## src/rtl/ofdm_rate_pkg.sv

```systemverilog
// Shared types and rate tables for the OFDM symbol tracker: FSM encodings and
// the data-bits-per-symbol lookup for legacy and HT (1-2 stream) rates.
package ofdm_rate_pkg;

   localparam int unsigned DBPS_W = 10;

   localparam logic [3:0] RATE_6M  = 4'hB;
   localparam logic [3:0] RATE_9M  = 4'hF;
   localparam logic [3:0] RATE_12M = 4'hA;
   localparam logic [3:0] RATE_18M = 4'hE;
   localparam logic [3:0] RATE_24M = 4'h9;
   localparam logic [3:0] RATE_36M = 4'hD;
   localparam logic [3:0] RATE_48M = 4'h8;
   localparam logic [3:0] RATE_54M = 4'hC;

   typedef enum logic [2:0] {StIdle, StCalc, StFix, StTrack, StDone} trk_state_e;
   typedef enum logic [1:0] {DivIdle, DivRun, DivFix} div_phase_e;

   // Returns 0 for any rate this receiver cannot decode.
   function automatic logic [DBPS_W-1:0] n_dbps_lookup(input logic [7:0] rate,
                                                       input int unsigned max_nss);
      logic [DBPS_W-1:0] n;
      n = '0;
      if (rate[7]) begin
         if (rate[6:4] == 3'd0 && 32'(rate[3:0]) < 8 * max_nss) begin
            case (rate[3:0])
               4'd0:  n = 10'd26;
               4'd1:  n = 10'd52;
               4'd2:  n = 10'd78;
               4'd3:  n = 10'd104;
               4'd4:  n = 10'd156;
               4'd5:  n = 10'd208;
               4'd6:  n = 10'd234;
               4'd7:  n = 10'd260;
               4'd8:  n = 10'd52;
               4'd9:  n = 10'd104;
               4'd10: n = 10'd156;
               4'd11: n = 10'd208;
               4'd12: n = 10'd312;
               4'd13: n = 10'd416;
               4'd14: n = 10'd468;
               default: n = 10'd520;
            endcase
         end
      end else begin
         case (rate[3:0])
            RATE_6M:  n = 10'd24;
            RATE_9M:  n = 10'd36;
            RATE_12M: n = 10'd48;
            RATE_18M: n = 10'd72;
            RATE_24M: n = 10'd96;
            RATE_36M: n = 10'd144;
            RATE_48M: n = 10'd192;
            RATE_54M: n = 10'd216;
            default:  n = '0;
         endcase
      end
      return n;
   endfunction

endpackage

```

## src/rtl/ceil_div_serial.sv

```systemverilog
// Restoring serial divider returning ceil(dividend / divisor): one quotient bit
// per cycle, then a single fix-up cycle during which done and quotient are valid.
module ceil_div_serial
   import ofdm_rate_pkg::*;
#(
   parameter int unsigned DIVIDEND_W = 20,
   parameter int unsigned DIVISOR_W  = 10
) (
   input  logic                  clock,
   input  logic                  reset,
   input  logic                  start,
   input  logic [DIVIDEND_W-1:0] dividend,
   input  logic [DIVISOR_W-1:0]  divisor,
   output logic                  step_last,
   output logic                  done,
   output logic [DIVIDEND_W-1:0] quotient
);

   localparam int unsigned CNT_W = $clog2(DIVIDEND_W);

   div_phase_e            phase_q, phase_d;
   logic [CNT_W-1:0]      cnt_q, cnt_d;
   logic [DIVIDEND_W-1:0] quo_q, quo_d;
   logic [DIVISOR_W-1:0]  rem_q, rem_d;
   logic [DIVISOR_W-1:0]  dsr_q, dsr_d;
   logic [DIVISOR_W:0]    trial, diff;
   logic                  fits;

   // quo_q doubles as the dividend shift register: dividend bits leave at the
   // top while quotient bits enter at the bottom.
   assign trial = {rem_q, quo_q[DIVIDEND_W-1]};
   assign diff  = trial - {1'b0, dsr_q};
   assign fits  = trial >= {1'b0, dsr_q};

   assign step_last = (phase_q == DivRun) && (cnt_q == CNT_W'(DIVIDEND_W - 1));
   assign done      = (phase_q == DivFix);
   assign quotient  = quo_q + DIVIDEND_W'(rem_q != '0);

   always_comb begin
      phase_d = phase_q;
      cnt_d   = cnt_q;
      quo_d   = quo_q;
      rem_d   = rem_q;
      dsr_d   = dsr_q;
      if (start) begin
         phase_d = DivRun;
         cnt_d   = '0;
         quo_d   = dividend;
         rem_d   = '0;
         dsr_d   = divisor;
      end else begin
         unique case (phase_q)
            DivRun: begin
               rem_d = fits ? diff[DIVISOR_W-1:0] : trial[DIVISOR_W-1:0];
               quo_d = {quo_q[DIVIDEND_W-2:0], fits};
               cnt_d = cnt_q + CNT_W'(1);
               if (step_last) phase_d = DivFix;
            end
            DivFix:  phase_d = DivIdle;
            default: phase_d = DivIdle;
         endcase
      end
   end

   always_ff @(posedge clock) begin
      if (reset) begin
         phase_q <= DivIdle;
         cnt_q   <= '0;
         quo_q   <= '0;
         rem_q   <= '0;
         dsr_q   <= '0;
      end else begin
         phase_q <= phase_d;
         cnt_q   <= cnt_d;
         quo_q   <= quo_d;
         rem_q   <= rem_d;
         dsr_q   <= dsr_d;
      end
   end

endmodule

```

## src/rtl/ofdm_sym_tracker.sv

```systemverilog
// OFDM RX symbol tracker: computes N_SYM from rate and PSDU length, counts decoded
// symbols, flags the last symbols ahead of time and reports completion.
module ofdm_sym_tracker
   import ofdm_rate_pkg::*;
#(
   parameter int unsigned LEN_WIDTH = 16,
   parameter int unsigned SYM_WIDTH = 12,
   parameter int unsigned MAX_NSS   = 2,
   parameter int unsigned LOOKAHEAD = 1
) (
   input  logic                 clock,
   input  logic                 reset,
   input  logic                 start,
   input  logic [7:0]           pkt_rate,
   input  logic [LEN_WIDTH-1:0] pkt_len,
   input  logic                 sym_valid,
   output logic                 busy,
   output logic [SYM_WIDTH-1:0] n_sym,
   output logic                 n_sym_valid,
   output logic [SYM_WIDTH-1:0] sym_idx,
   output logic                 last_sym_flag,
   output logic                 all_sym_done,
   output logic                 rate_err,
   output logic                 len_err
);

   localparam int unsigned DIV_W = LEN_WIDTH + 4;

   trk_state_e           state_q, state_d;
   logic [SYM_WIDTH-1:0] n_sym_q, n_sym_d, sym_idx_q, sym_idx_d, sym_idx_inc;
   logic                 nsv_q, nsv_d, done_q, done_d;
   logic                 rate_err_q, rate_err_d, len_err_q, len_err_d;
   logic [DBPS_W-1:0]    start_dbps;
   logic                 rate_ok;
   logic [DIV_W-1:0]     n_bit, div_q;
   logic                 div_step_last, div_done, div_ovf;
   logic [SYM_WIDTH:0]   remaining;

   assign start_dbps = n_dbps_lookup(pkt_rate, MAX_NSS);
   assign rate_ok    = start_dbps != '0;
   // 16 service bits + 6 tail bits on top of the PSDU.
   assign n_bit      = DIV_W'({pkt_len, 3'b000}) + DIV_W'(22);

   ceil_div_serial #(
      .DIVIDEND_W(DIV_W),
      .DIVISOR_W (DBPS_W)
   ) u_div (
      .clock    (clock),
      .reset    (reset),
      .start    (start && rate_ok),
      .dividend (n_bit),
      .divisor  (start_dbps),
      .step_last(div_step_last),
      .done     (div_done),
      .quotient (div_q)
   );

   assign div_ovf     = (div_q >> SYM_WIDTH) != '0;
   assign sym_idx_inc = (sym_idx_q == '1) ? sym_idx_q : sym_idx_q + SYM_WIDTH'(1);

   always_comb begin
      state_d    = state_q;
      n_sym_d    = n_sym_q;
      sym_idx_d  = sym_idx_q;
      nsv_d      = 1'b0;
      done_d     = 1'b0;
      rate_err_d = rate_err_q;
      len_err_d  = len_err_q;
      if (start) begin
         state_d    = rate_ok ? StCalc : StIdle;
         n_sym_d    = '0;
         sym_idx_d  = '0;
         rate_err_d = !rate_ok;
         len_err_d  = 1'b0;
      end else begin
         if (sym_valid && (state_q inside {StCalc, StFix, StTrack})) sym_idx_d = sym_idx_inc;
         unique case (state_q)
            StCalc: if (div_step_last) state_d = StFix;
            StFix: begin
               if (div_done) begin
                  if (div_ovf) begin
                     len_err_d = 1'b1;
                     state_d   = StIdle;
                  end else begin
                     n_sym_d = SYM_WIDTH'(div_q);
                     nsv_d   = 1'b1;
                     state_d = StTrack;
                  end
               end
            end
            // Symbols that arrived during CALC/FIX may already cover the packet.
            StTrack: begin
               if (sym_idx_d >= n_sym_q) begin
                  done_d  = 1'b1;
                  state_d = StDone;
               end
            end
            default: state_d = state_q;
         endcase
      end
   end

   always_ff @(posedge clock) begin
      if (reset) begin
         state_q    <= StIdle;
         n_sym_q    <= '0;
         sym_idx_q  <= '0;
         nsv_q      <= 1'b0;
         done_q     <= 1'b0;
         rate_err_q <= 1'b0;
         len_err_q  <= 1'b0;
      end else begin
         state_q    <= state_d;
         n_sym_q    <= n_sym_d;
         sym_idx_q  <= sym_idx_d;
         nsv_q      <= nsv_d;
         done_q     <= done_d;
         rate_err_q <= rate_err_d;
         len_err_q  <= len_err_d;
      end
   end

   // Extra bit: a negative result (overrun) reads as "last symbol reached".
   assign remaining     = {1'b0, n_sym_q} - {1'b0, sym_idx_q};
   assign last_sym_flag = ((state_q == StTrack) || (state_q == StDone)) &&
                          (remaining[SYM_WIDTH] || (remaining <= (SYM_WIDTH + 1)'(LOOKAHEAD)));

   assign busy         = state_q != StIdle;
   assign n_sym        = n_sym_q;
   assign n_sym_valid  = nsv_q;
   assign sym_idx      = sym_idx_q;
   assign all_sym_done = done_q;
   assign rate_err     = rate_err_q;
   assign len_err      = len_err_q;

endmodule
```

## config.mk

```make
export PLATFORM = sky130hd
export DESIGN_NAME = ofdm_sym_tracker
export DESIGN_NICKNAME = d
export VERILOG_FILES = /design/src/rtl/ofdm_rate_pkg.sv /design/src/rtl/ceil_div_serial.sv /design/src/rtl/ofdm_sym_tracker.sv
export SDC_FILE = /design/constraint.sdc
export NUM_CORES = 1
export LEC_CHECK = 0
export BUFFER_PORTS_ARGS = -buffer_cell sky130_fd_sc_hd__buf_4
export CAP_MARGIN = 20
export CORE_ASPECT_RATIO = 1.25
export CORE_MARGIN = 4
export CORE_UTILIZATION = 57
export DETAILED_ROUTE_END_ITERATION = 8
export GPL_ROUTABILITY_DRIVEN = 1
export GPL_TIMING_DRIVEN = 0
export PLACE_DENSITY = 0.81
export REMOVE_ABC_BUFFERS = 1
export SLEW_MARGIN = 10
export SYNTH_ARGS = -nofsm -noshare
export SYNTH_HDL_FRONTEND = slang
export SYNTH_HIERARCHICAL = 1
export SYNTH_SLANG_ARGS = --single-unit
```

## constraint.sdc

```tcl
create_clock -name clock -period 6.6 [get_ports clock]
set_clock_uncertainty 0.05 [all_clocks]
set_input_delay 1.32 -clock clock [delete_from_list [all_inputs] [get_ports clock]]
set_output_delay 1.32 -clock clock [all_outputs]
set_load 0.01 [all_outputs]
```

==> results by stage <==
Layout:
- The library cell used most frequently in the layout, excluding fill and tap cells, is sky130_fd_sc_hd__nor2_1.
- In the layout the commonest cells are sky130_fd_sc_hd__nor2_1, sky130_fd_sc_hd__nand2_1, sky130_fd_sc_hd__dfxtp_1.
- The number of fillers in the final layout is 855.
- The finished layout cell area is 6695 um^2.
- The number of antenna repair diodes is 0.
- The net total in the final layout is 893.
- Measured on the finished design, the core utilization comes to 66.25%.
- The area added between synthesis and finish is 13.75%.
- In the final layout, the share of cells above drive strength 1 is 11.08%.

Floorplanning:
- The area of the core region is 10110 um^2.
- The number of rows in the core area is 41.
- The overall die area is 12030 um^2.
- The width of the die is 98.89 um.
- The initial core utilization is 58.24%.
- The boundary pin count is 58.
- The die is 121.6 um tall.

Critical path:
- STA classifies the critical path endpoint as a register.
- The signal on the critical path passes through buf_4 -> inv_1 -> ha_1 -> xor2_1 -> mux2i_1 -> o32ai_1 -> or4_1 -> or4_1 -> and2_2 -> buf_12 -> or2_2 -> nor2_1 -> nand2_1 -> a31oi_1 -> a31oi_1 -> nand2_1.
- The slowest stage of the critical path belongs to the cell sky130_fd_sc_hd__or4_1.
- STA classifies the critical path startpoint as an input port.
- In this design, the stage delay of the slowest critical-path cell is 0.50 ns.
- Tracing the worst setup path back leads to its startpoint at pkt_rate[1].
- The worst setup path is of the input port to register kind.
- For the worst flop-to-flop path, the logic depth is 14.
- In this run the critical register-to-register path is launched from u_div/rem_q[0]$_SDFFE_PP0P_.
- In this run the critical register-to-register path is captured at n_sym[0]$_SDFFE_PP0P_.
- Of all nets on the critical path, the largest fanout is 42.
- The required time of the worst setup path is 6.83 ns.
- The critical path arrival is 5.05 ns.
- Setup slack on the worst reg-to-reg path comes out at 2.47 ns.

STA:
- The smallest clock period supported by the final layout is computed as 4.819 ns.
- The final count of negative-setup-slack endpoints is 0.
- The final critical path takes up 73.01% of the cycle.
- The slew at the pin closest to its max-slew limit is 1.006 ns.
- Derived from the worst setup path, the maximum achievable clock frequency is 207.5 MHz.
- The final-report hold violation count is 0.
- The count of final max-slew check failures came to 0.
- The sum of negative setup slack is 0 ns.
- Measured against its own limit, the worst slew margin works out to 32.95%.
- Setup repair after global routing left no endpoint under its margin.

Clock network:
- The post-CTS resize count is 0.
- In this run the post-CTS setup repair buffer count came out at 0.
- The clock tree from TritonCTS is done.
- The clock edge transition at the registers on the reported setup and hold paths is 0.06 ns.
- The root buffer cell chosen for the clock tree is sky130_fd_sc_hd__clkbuf_16.
- The clock passes through at most 2 buffers.
- The total CTS buffers is 9.
- Counting every sink on the clock net gives 78.
- The number of buffers inserted for hold repair after clock tree synthesis is 0.
- The H-tree was split into 3 levels.
- The later pin in the worst-skew pair is clocked with a latency of 0.34 ns.

Global routing:
- In this run the most used layer during global routing was met2.
- The first global-routing pass estimated 24.07 mm of wire.
- The number of global-route vias before repair was 5317.
- The number of antenna violations at the first check in global routing came to 0.
- The total overflow left after global routing is 0.
- The met2 demand-to-capacity share in global routing is 46.34%.
- The met3 layer usage reported by global route is 3.666%.
- The fraction of met1 tracks used by global routing is 26.67%.
- The pin count of the biggest net entering global routing is 43.
- The overall global routing resource usage is 24.27%.

Placed design:
- Buffers placed on the I/O ports in this run total 57.
- The congestion estimate from routability-driven global placement came to 1.035.
- Once detailed placement completed, the half-perimeter wirelength came to 11.14 mm.
- After detailed placement, the total cell area comes to 6337 um^2.

Route:
- In the routed design, unresolved DRC markers number 0.
- Before antenna repair, the detailed router went through 4 iterations.
- In the final routed layout, each cell accounts on average for 15.58 um.
- Across all layers, the routed design uses 5513 vias.
- The number of nets with antenna violations after detailed routing is 0.
- Dividing the detail-routed via count by the number of cells gives 5.803.
- The number of violations reported at the end of detailed-routing iteration 0 is 303.
- Summed over all layers, the routed wires come to 14.80 mm.

Yosys:
- After synthesis the netlist holds a flip-flop and latch count of 78.
- The number of flops mapped to enable cells by yosys is 0.
- The average size of a mapped cell is 7.517 um^2.
- Synthesis produced 783 cells.
- The netlist uses 64 different library cells.
- The share of the Yosys chip area taken by registers is 26.53%.
- For this run, asynchronously set or reset flops after synthesis account for 0%.
- After synthesis the cells add up to 5886 um^2.
- In the synthesized netlist the dominant register cell turns out to be sky130_fd_sc_hd__dfxtp_1.
- The number of warnings issued by yosys is 6.

Status:
- The run finished with clean final reports.

Hold path:
- The worst hold path begins at len_err$_SDFFE_PP0P_.
- The worst hold path belongs to the class register to register.
- The number of stages on the worst hold path is 2.
- The path with the worst hold slack has its endpoint at len_err$_SDFFE_PP0P_.

Run:
- Max-cap violations in this run came to 0.

Pwr:
- Across the VDD grid, the largest voltage drop is 0.1377 mV.
- The power density normalized to cell area is 211.0 nW/um^2.
- In this run the static leakage power is 2.883 nW.
==> how the worst max path moves through the flow <==
stage	to	cells after the start
4_1_cts	u_div/rem_q[2]$_SDFFE_PP0P_	16
6_report	u_div/rem_q[2]$_SDFFE_PP0P_	16
3_5_place_dp	u_div/rem_q[2]$_SDFFE_PP0P_	16
3_3_place_gp	u_div/rem_q[2]$_SDFFE_PP0P_	15
2_1_floorplan	u_div/rem_q[2]$_SDFFE_PP0P_	14
5_1_grt	u_div/rem_q[2]$_SDFFE_PP0P_	16
==> state kept, by name (all words and copies together) (netlist names) <==
name,count
u_div/dsr_q,10
all_sym_done,1
n_sym_valid,1
u_div/quo_q,20
n_sym,12
state_q,3
u_div/phase_q,2
rate_err,1
len_err,1
u_div/rem_q,10
sym_idx,12
u_div/cnt_q,5
==> power breakdown <==
group	total, mW	leakage (nW)	switching (mW)	internal [mW]
sequential	0.516	0.634	0.0250	0.491
combinational	0.305	2.08	0.175	0.130
clock	0.592	0.168	0.202	0.390
total	1.41	2.88	0.402	1.01
==> routing by layer <==
layer	up-vias	routed length (um)
li1	2779	-
met1	2543	5756
met2	162	7940
met3	29	707
met4	0	396
met5	-	0
==> worst max-delay path, delay by kind of cell <==
family,cells,cell delay [ns]
AO/OA/AOI/OAI,3,0.34
adder cells (fa/ha/maj),1,0.33
AND/OR/NAND/NOR,7,2.22
multiplexers,1,0.14
buffers and inverters,3,0.49
XOR/XNOR,1,0.19
==> logic make-up (layout without fill, tap and decap cells) <==
| kind of cell | after synthesis | in the layout | synth area share (%) |
|---|---|---|---|
| other | 2 | 4 | 0.1276 |
| buffers and inverters | 90 | 126 | 6.271 |
| XOR/XNOR | 48 | 48 | 7.143 |
| adder cells (fa/ha/maj) | 49 | 49 | 10.67 |
| multiplexers | 39 | 39 | 6.696 |
| AO/OA/AOI/OAI | 167 | 167 | 17.84 |
| flip-flops | 78 | 78 | 26.53 |
| AND/OR/NAND/NOR | 310 | 310 | 24.72 |
==> through the flow <==
step | power [mW] | hold slack (ns) | cells | setup WS, ns
finish | 1.413 | 0.4267 | 950 | 1.781
global route | 1.472 | 0.4523 | 950 | 1.586
CTS | 1.412 | 0.4335 | 950 | 1.805
detailed placement | 0.8224 | 0.4174 | 934 | 1.478
global placement | 0.8088 | 0.4123 | 933 | 0.9053
floorplan | 0.7368 | 0.4018 | 747 | 1.723
==> cells in the mapped netlist (all sizes together), types with 4 or more instances <==
master  instances  area (um^2)
a21o            8        61.31
ha             47        588.1
nor2          104        390.4
nand3          28        140.1
nand4           7        43.79
or4             5        37.54
nand2          83        311.6
xnor2          31        271.5
nor3           16        80.08
o211ai          6        45.04
a211oi         12        90.09
dfxtp          78         1562
xor2           17        148.9
or2             7        43.80
inv            52        195.2
nor3b           4        30.03
mux2i          36        360.4
clkbuf         30        112.6
nor4            5        31.28
o21ai          24        127.6
and3           10        62.56
a31oi           7        43.79
a21oi          75        386.6
nand2b         11        68.82
o21a            6        45.04
o31ai           4        30.03
nor2b          15        93.84
buf             8        61.30
==> layout make-up <==
| cell class | instances | area, um^2 | area share (%) |
|---|---|---|---|
| multi-input cells | 617 | 3971 | 59.32 |
| inverters | 52 | 195.2 | 2.915 |
| clock buffers | 11 | 252.7 | 3.775 |
| flip-flops and latches | 78 | 1562 | 23.32 |
| repair buffers | 58 | 447.9 | 6.690 |
| clock inverters | 5 | 105.1 | 1.570 |
| well taps | 129 | 161.4 | 2.411 |
(Power assumes the default switching activity.)
